===== src/rtl/uart_pkg.sv =====
// Shared UART definitions for the transmit and receive stages.
// Latency: none; constants, state encoding and a helper function only.
// Backpressure: not applicable.
package uart_pkg;

    localparam int DATA_BITS    = 8;
    localparam int CLK_FREQ_DEF = 50000000;
    localparam int BAUD_DEF     = 115200;

    typedef enum logic [1:0] {
        IDLE  = 2'd0,
        START = 2'd1,
        DATA  = 2'd2,
        STOP  = 2'd3
    } uart_state_e;

    // Clocks per line bit; integer division, remainder dropped.
    function automatic int clks_per_bit(input int freq, input int baud);
        return freq / baud;
    endfunction

endpackage


===== src/rtl/uart_baud_tick.sv =====
// Restartable bit-period counter: bit_end pulses on the last clock of every bit period.
// Latency: bit_end is high while the count sits at CLKS_PER_BIT-1; restart zeroes the count next edge.
// Backpressure: none; free-running unless restarted.
module uart_baud_tick #(
    parameter int CLKS_PER_BIT = 434
) (
    input  logic clk,
    input  logic rst_n,
    input  logic restart,
    output logic bit_end
);

    localparam int CW = (CLKS_PER_BIT > 1) ? $clog2(CLKS_PER_BIT) : 1;
    localparam logic [CW-1:0] LAST = CW'(CLKS_PER_BIT - 1);

    logic [CW-1:0] cnt_q;
    logic [CW-1:0] cnt_d;

    assign bit_end = (cnt_q == LAST);

    // Next count: wrap at the end of a bit, or start a fresh bit when a frame is loaded.
    always_comb begin
        cnt_d = cnt_q + CW'(1);
        if (restart || bit_end) begin
            cnt_d = '0;
        end
    end

    // Count register with synchronous active-low reset.
    always_ff @(posedge clk) begin
        if (!rst_n) begin
            cnt_q <= '0;
        end else begin
            cnt_q <= cnt_d;
        end
    end

endmodule


===== src/rtl/uart_tx_writer.sv =====
// 8N1 UART transmitter with a one-byte holding register for back-to-back frames.
// Latency: tx_pin falls one edge after the accepting edge when idle; a frame is 10*CLKS_PER_BIT clocks.
// Backpressure: tx_ready low while the holding register is full; tx_valid ignored until it drains.
module uart_tx_writer
    import uart_pkg::*;
#(
    parameter int CLK_FREQ = CLK_FREQ_DEF,
    parameter int BAUD     = BAUD_DEF
) (
    input  logic                 clock_50mhz,
    input  logic                 reset_n,
    input  logic [DATA_BITS-1:0] tx_data,
    input  logic                 tx_valid,
    output logic                 tx_ready,
    output logic                 tx_pin,
    output logic                 busy,
    output logic                 tx_done
);

    localparam int CLKS_PER_BIT = clks_per_bit(CLK_FREQ, BAUD);
    localparam int BIW          = $clog2(DATA_BITS);
    localparam logic [BIW-1:0] LAST_IDX = BIW'(DATA_BITS - 1);

    // A bit period shorter than two clocks cannot be timed by the baud counter.
    if (CLKS_PER_BIT < 2) begin : g_cpb_check
        $error("uart_tx_writer: CLKS_PER_BIT must be >= 2");
    end

    uart_state_e          state_q,     state_d;
    logic [BIW-1:0]       bit_idx_q,   bit_idx_d;
    logic [DATA_BITS-1:0] shift_q,     shift_d;
    logic [DATA_BITS-1:0] hold_q,      hold_d;
    logic                 hold_full_q, hold_full_d;
    logic                 tx_pin_q,    tx_pin_d;
    logic                 busy_q,      busy_d;
    logic                 tx_done_q,   tx_done_d;
    logic                 load;
    logic                 bit_end;
    logic [BIW-1:0]       next_idx;

    uart_baud_tick #(
        .CLKS_PER_BIT (CLKS_PER_BIT)
    ) u_baud_tick (
        .clk     (clock_50mhz),
        .rst_n   (reset_n),
        .restart (load),
        .bit_end (bit_end)
    );

    assign tx_ready = !hold_full_q;
    assign tx_pin   = tx_pin_q;
    assign busy     = busy_q;
    assign tx_done  = tx_done_q;

    // Next state: accept into the hold, walk start/data/stop, reload from the hold when free.
    always_comb begin
        state_d     = state_q;
        bit_idx_d   = bit_idx_q;
        shift_d     = shift_q;
        hold_d      = hold_q;
        hold_full_d = hold_full_q;
        tx_pin_d    = tx_pin_q;
        busy_d      = busy_q;
        tx_done_d   = 1'b0;
        load        = 1'b0;
        next_idx    = bit_idx_q + BIW'(1);

        // Accept only into an empty hold; a load needs a full hold, so the two never collide.
        if (tx_valid && !hold_full_q) begin
            hold_d      = tx_data;
            hold_full_d = 1'b1;
        end

        case (state_q)
            IDLE: begin
                if (hold_full_q) begin
                    load = 1'b1;
                end
            end
            START: begin
                if (bit_end) begin
                    state_d   = DATA;
                    bit_idx_d = '0;
                    tx_pin_d  = shift_q[0];
                end
            end
            DATA: begin
                if (bit_end) begin
                    if (bit_idx_q == LAST_IDX) begin
                        state_d  = STOP;
                        tx_pin_d = 1'b1;
                    end else begin
                        bit_idx_d = next_idx;
                        tx_pin_d  = shift_q[next_idx];
                    end
                end
            end
            STOP: begin
                if (bit_end) begin
                    tx_done_d = 1'b1;
                    if (hold_full_q) begin
                        load = 1'b1;
                    end else begin
                        busy_d  = 1'b0;
                        state_d = IDLE;
                    end
                end
            end
            default: begin
                state_d = IDLE;
            end
        endcase

        // Drain the hold into the shifter and drive the start bit immediately.
        if (load) begin
            shift_d     = hold_q;
            hold_full_d = 1'b0;
            tx_pin_d    = 1'b0;
            busy_d      = 1'b1;
            state_d     = START;
        end
    end

    // State and datapath registers; reset abandons any frame in flight and the held byte.
    always_ff @(posedge clock_50mhz) begin
        if (!reset_n) begin
            state_q     <= IDLE;
            bit_idx_q   <= '0;
            shift_q     <= '0;
            hold_q      <= '0;
            hold_full_q <= 1'b0;
            tx_pin_q    <= 1'b1;
            busy_q      <= 1'b0;
            tx_done_q   <= 1'b0;
        end else begin
            state_q     <= state_d;
            bit_idx_q   <= bit_idx_d;
            shift_q     <= shift_d;
            hold_q      <= hold_d;
            hold_full_q <= hold_full_d;
            tx_pin_q    <= tx_pin_d;
            busy_q      <= busy_d;
            tx_done_q   <= tx_done_d;
        end
    end

endmodule


===== config.mk =====
export PLATFORM = sky130hd
export DESIGN_NAME = uart_tx_writer
export DESIGN_NICKNAME = d
export VERILOG_FILES = /design/src/rtl/uart_pkg.sv /design/src/rtl/uart_baud_tick.sv /design/src/rtl/uart_tx_writer.sv
export SDC_FILE = /design/constraint.sdc
export NUM_CORES = 1
export LEC_CHECK = 0
export ABC_AREA = 1
export BUFFER_PORTS_ARGS = -buffer_cell sky130_fd_sc_hd__buf_2
export CORE_MARGIN = 3
export CORE_UTILIZATION = 45
export DETAILED_ROUTE_END_ITERATION = 10
export PLACE_DENSITY_LB_ADDON = 0.05
export SLEW_MARGIN = 20
export SYNTH_ARGS = -nofsm -noshare
export SYNTH_HDL_FRONTEND = slang
export SYNTH_SLANG_ARGS = --single-unit

===== constraint.sdc =====
create_clock -name clock_50mhz -period 2.3 [get_ports clock_50mhz]
set_input_delay 0.115 -clock clock_50mhz [delete_from_list [all_inputs] [get_ports clock_50mhz]]
set_output_delay 0.115 -clock clock_50mhz [all_outputs]
set_load 0.005 [all_outputs]

* Yosys cells after proc, flatten, opt, wreduce, memory -nomap -nowiden
Cells that the tools add are included.
** Storage, ports and cells
- Input bits :: 11
- Output and inout port bits :: 4
- Logic and storage cells :: 75
- Flip-flop bits (word level) :: 34
** Cells by class
- Magnitude comparators :: 1
- Bitwise gates (word level) :: 1
- Muxes and demuxes :: 26
- Equality and inequality tests :: 17
- $add $sub $neg :: 2
- Reduce and logical (&&, ||, !) cells :: 18
** Operator list (number)
- $mux W1 :: 13
- $reduce_and A6 Y1 :: 2
- $mux W2 :: 5
- $add A9 B1 Y9 const B :: 1
- $eq A9 B9 Y1 const B :: 1
- $mux W3 :: 3
- $ne A3 B1 Y1 const B :: 3
- $ne A2 B1 Y1 const B :: 4
- $ne A2 B2 Y1 const B :: 3
- $ne A3 B2 Y1 const B :: 2
- $pmux W2 S3 :: 1
- $pmux W3 S2 :: 1
- $reduce_and A3 Y1 :: 2
- $reduce_bool A2 Y1 :: 3
- $reduce_bool A3 Y1 :: 2
- $eq A2 B2 Y1 const B :: 2
- $lt A3 B4 Y1 const B :: 1
- $pmux W1 S2 :: 2
- $reduce_and A4 Y1 :: 1
- $reduce_bool A4 Y1 :: 1
- $reduce_or A2 Y1 :: 2
- $add A3 B1 Y3 const B :: 1
- $bmux W1 S3 :: 1
- $eq A3 B3 Y1 const B :: 1
- other kinds (7) :: 7

* Logic depth before layout (Yosys ltp)
- Word-level depth :: 7
- Mapped depth :: 10
- Depth with buffers taken out :: 10

* Hierarchy
From an unflattened synthesis, not the netlist that was laid out.
** Unflattened totals
- Cell total of the unflattened synthesis :: 225
- Area total of the unflattened synthesis :: 1650.3 µm²
** Modules (own cells, without submodules)
- uart_tx_writer :: sequential area each 500.5 µm², times used 1, cells an instance 160, area an instance 1159.9 µm²
- uart_baud_tick :: sequential area each 180.2 µm², times used 1, cells an instance 65, area an instance 490.5 µm²

* Worst setup path before layout
Ideal clock, no wire load.
- Kind :: register -> register
- From :: register bit_idx_q[0]
- To :: register bit_idx_q[1]
- Buffers on the path :: 0
- Cell stages (with the launch flop) :: 9
- Period minus slack after synthesis :: 1.478 ns
- Path slack :: 0.822 ns
- Data arrival time :: 1.349 ns
- Required time :: 2.171 ns
- Library setup time :: 0.129 ns
- Cells stage by stage :: dfxtp_1 ha_1 ha_1 nor2_1 inv_1 o21ai_0 nand2_1 a32oi_1 nor2_1
** On the way
- Cells in the longest elaborated chain, start to end :: 4
- Elaborated cells on any way between the ends :: 7
- Classes of those cells :: 1 x add/sub; 2 x eq/ne; 3 x mux; 1 x reduce/logical
** Ends and longest elaborated chain
- start: declaration :: RTL line uart_tx_writer.sv:30 : logic [BIW-1:0] bit_idx_q, bit_idx_d;
- start signal: assignment :: RTL line uart_tx_writer.sv:137 : bit_idx_q <= bit_idx_d;
- $add A3 B1 Y3 :: RTL line uart_tx_writer.sv:66 : next_idx = bit_idx_q + BIW'(1);
- $mux W3 :: RTL line uart_tx_writer.sv:89 : if (bit_idx_q == LAST_IDX) begin
- $mux W3 :: RTL line uart_tx_writer.sv:88 : if (bit_end) begin
- $pmux W3 S2 :: RTL line uart_tx_writer.sv:74 : case (state_q)
Several ways; a longest one is shown, not always the timed one. The select of a mux whose other input is x is not followed.
A chain may end at the register's enable or synchronous reset.

* Final worst setup path
Same ends and word-level chain as after synthesis.

==> out/summary.log <==
[timing] max-slew violations 0
[die] IO Pins 15
[setup_path] class of the most critical setup path flop to flop
[clocking] post-CTS setup-driven buffer insertion count 0
[clocking] deepest level of the CTS H-tree 2
[clocking] TritonCTS clock tree done
[die] Die Y 66.2 um
[yosys] post-synthesis cell type with the largest combined area sky130_fd_sc_hd__dfxtp_1
[pwr] maximum resistive drop on vdd 0.374 mV
[yosys] post-synthesis register bit count 34
[grt] pin count of the biggest net entering global routing 14
[yosys] flip-flop cell with the highest count after synthesis sky130_fd_sc_hd__dfxtp_1
[place] Placed Area 1740 um2
[finish] summed area of non-filler cells in the final layout 1900 um2
[timing] Final Skew 0.00699 ns
[yosys] synthesized cell area 1630 um2
[setup_path] data required time at the worst endpoint 2.52 ns
[clocking] Clock transition at path regs 0.10 ns
[run_status] outcome complete, no violations
[yosys] largest cells by area after synthesis sky130_fd_sc_hd__dfxtp_1 42%, sky130_fd_sc_hd__nor2_1 9.2%, sky130_fd_sc_hd__nand2_1 8.1%
[timing] count of final hold-check violations 0
[yosys] mean area per synthesized cell 7.65 um2
[yosys] synthesis warning total 0
[timing] Final Cycle Share 75.0%
[die] initial standard-cell utilization of the core 47.7%
[grt] aggregate global-route resource usage 17.3%
[die] die width 66.2 um
[grt] global-route wire length before repair 5800 um
[pwr] total power after layout 0.00162 W
[yosys] post-synthesis instance total 213
[detailed_routing] number of nets with antenna violations after routing 0
[yosys] most frequently used cell type in the post-synthesis netlist sky130_fd_sc_hd__nor2_1
[die] die outline area 4380 um2
[clocking] largest buffer count on any clock path 2
[setup_path] Critical Path AT 1.95 ns
[grt] sum of overflow across all layers after global routing 0
[timing] final setup violation count 0
[detailed_routing] WL per Instance 10.9 um
[yosys] most frequent cells after synthesis 40 x sky130_fd_sc_hd__nor2_1, 35 x sky130_fd_sc_hd__nand2_1, 34 x sky130_fd_sc_hd__dfxtp_1
[clocking] post_cts resized 0
[grt] vias in the first global route 1366
[place] count of placed standard cells including taps 270
[finish] share of cells above drive strength 1 15.0%
[detailed_routing] total routed wirelength 3120 um
[setup_path] Max Fanout on Critical Path 7
[place] placer's final routability congestion estimate 0.832
[setup_path] crit path max-delay cell type sky130_fd_sc_hd__dfxtp_1
[finish] number of diodes added for antenna fixing 0
[yosys] Yosys cell types 28
[pwr] leakage component of the power 0.790 nW
[place] count of input and output buffers 14
[clocking] number of buffers inserted by hold repair at cts 8
[detailed_routing] first-pass iteration count of the detailed router 4
[pwr] PD cells 856 nW/um2
[setup_path] peak per-stage delay on the critical path 0.39 ns
[hold_path] Hold Path Class primary input to flop
[die] std cell rows 21
[detailed_routing] total via count after detailed routing 1387
[detailed_routing] number of violations reported at the end of detailed-routing iteration 0 91
[setup_path] type of element capturing the critical path flop
[timing] Highest Clock Rate 0.580 GHz
[yosys] synthesized netlist net count 232
[timing] final critical path time including I/O delays and setup 1.73 ns
[clocking] number of buffers inserted during clock tree synthesis 5
[run] # Max-Cap Violations 0
[clocking] clock insertion delay at the later pin of the skew report 0.34 ns
[yosys] share of flip-flops with an asynchronous set or reset after synthesis 0%
[detailed_routing] Post-route DRC 0
[yosys] top-area cell type share of the netlist area 41.7%
[yosys] number of enable flip-flop cells after synthesis 0
[timing] setup repair after global routing missed its margin false
[setup_path] list of cells traversed by the critical path ha_1 > ha_1 > nor2_1 > inv_1 > o21ai_0 > nand2_1 > a32oi_1 > nor2_1
[detailed_routing] Via-to-Cell Ratio 4.85
[finish] post-route insts no fill 286
[finish] synth-to-layout area growth 16.4%
[clocking] sink count of the clock tree 34
[setup_path] kind of start point of the critical path flop
[clocking] Clock Root Buffer sky130_fd_sc_hd__clkbuf_4
[timing] post-route setup TNS 0 ns
[timing] transition time of the tightest slew-check pin 0.474 ns
[yosys] proportion of synthesized chip area in sequential cells 41.7%
[timing] Max-Slew Margin vs Limit 68.4%
[grt] number of antenna violations at the first check in global routing 0
[finish] net total in the final layout 258
[die] placeable core region 3420 um2
[place] hpwl dp 2320 um
==> area by class of cell <==
cell class,instances,area (um2)
timing repair buffer,22,150
multi-input combinational,152,841
inverter,24,90.1
fill,345,1520
tap,46,57.6
sequential,34,681
clock buffer,8,78.8
==> where the power goes <==
| group | switching [W] | internal (W) | leakage [nW] | total [W] |
|---|---|---|---|---|
| Clock | 0.000199 | 0.000209 | 0.0446 | 0.000408 |
| Sequential | 0.0000552 | 0.000663 | 0.278 | 0.000718 |
| Combinational | 0.000319 | 0.000180 | 0.468 | 0.000499 |
| Total | 0.000573 | 0.00105 | 0.790 | 0.00162 |
==> worst max-delay path: cells and delay by family (launching register included) <==
kind	cells	cell delay [ns]
and+or+nand+nor	3	0.40
buffers and inverters	1	0.12
adders and majority gates	2	0.41
AOI/OAI and AO/OA	2	0.29
DFF	1	0.39
==> layer usage <==
layer | GRT usage, % | routed length [um] | vias up
met2 | 28.0 | 1400 | 35
met4 | 7.61 | 70 | 0
met5 | 0 | 0 | -
met1 | 21.4 | 1480 | 611
met3 | 4.59 | 170 | 9
li1 | - | - | 732
==> cell usage in the layout, fill, tap and decap left out, drive strengths merged <==
| cell type | count |
|---|---|
| a21oi | 12 |
| xor2 | 4 |
| nor2 | 44 |
| xnor2 | 2 |
| nand4 | 4 |
| dfxtp | 34 |
| dlygate4sd3 | 8 |
| nand2 | 40 |
| o21a | 1 |
| nand3b | 1 |
| inv | 24 |
| buf | 14 |
| clkbuf | 8 |
| o21ai | 11 |
| a32oi | 1 |
| nand3 | 23 |
| ha | 8 |
| a31oi | 1 |
==> per-stage QoR <==
step                util, %  hold WS (ns)  setup WS (ns)
global route           55.6        0.0204          0.407
finish                 55.6       0.00537          0.575
global placement       50.9         0.336          0.713
detailed placement     50.9         0.342          0.640
CTS                    55.6       0.00281          0.604
floorplan                 -         0.225          0.822
==> sequential cells by signal, indices dropped and copies added, names as in the netlist <==
signal             cells
bit_idx_q              3
busy                   1
hold_full_q            1
hold_q                 8
shift_q                8
state_q                2
tx_done                1
tx_pin                 1
u_baud_tick.cnt_q      9
==> final timing paths <==
path	start	end	slack [ns]	depth (start not counted)
worst max-delay path	bit_idx_q[0]	bit_idx_q[1]	0.57	8
worst min-delay path	tx_data[5]	hold_q[5]	0.005	3
worst max register to register	bit_idx_q[0]	bit_idx_q[1]	0.57	8
worst min register to register	shift_q[4]	shift_q[4]	0.47	2
==> kinds of logic (layout without fill, tap and decap cells) <==
logic type | Yosys count | in the layout | synth area share (%)
DFF | 34 | 34 | 41.7
xor gates and xnor gates | 6 | 6 | 3.22
buffers and inverters | 27 | 54 | 6.68
AOI/OAI and AO/OA | 26 | 26 | 9.36
and+or+nand+nor | 112 | 112 | 32.8
adders and majority gates | 8 | 8 | 6.14
Note: power is estimated with default switching activity, not from simulation.
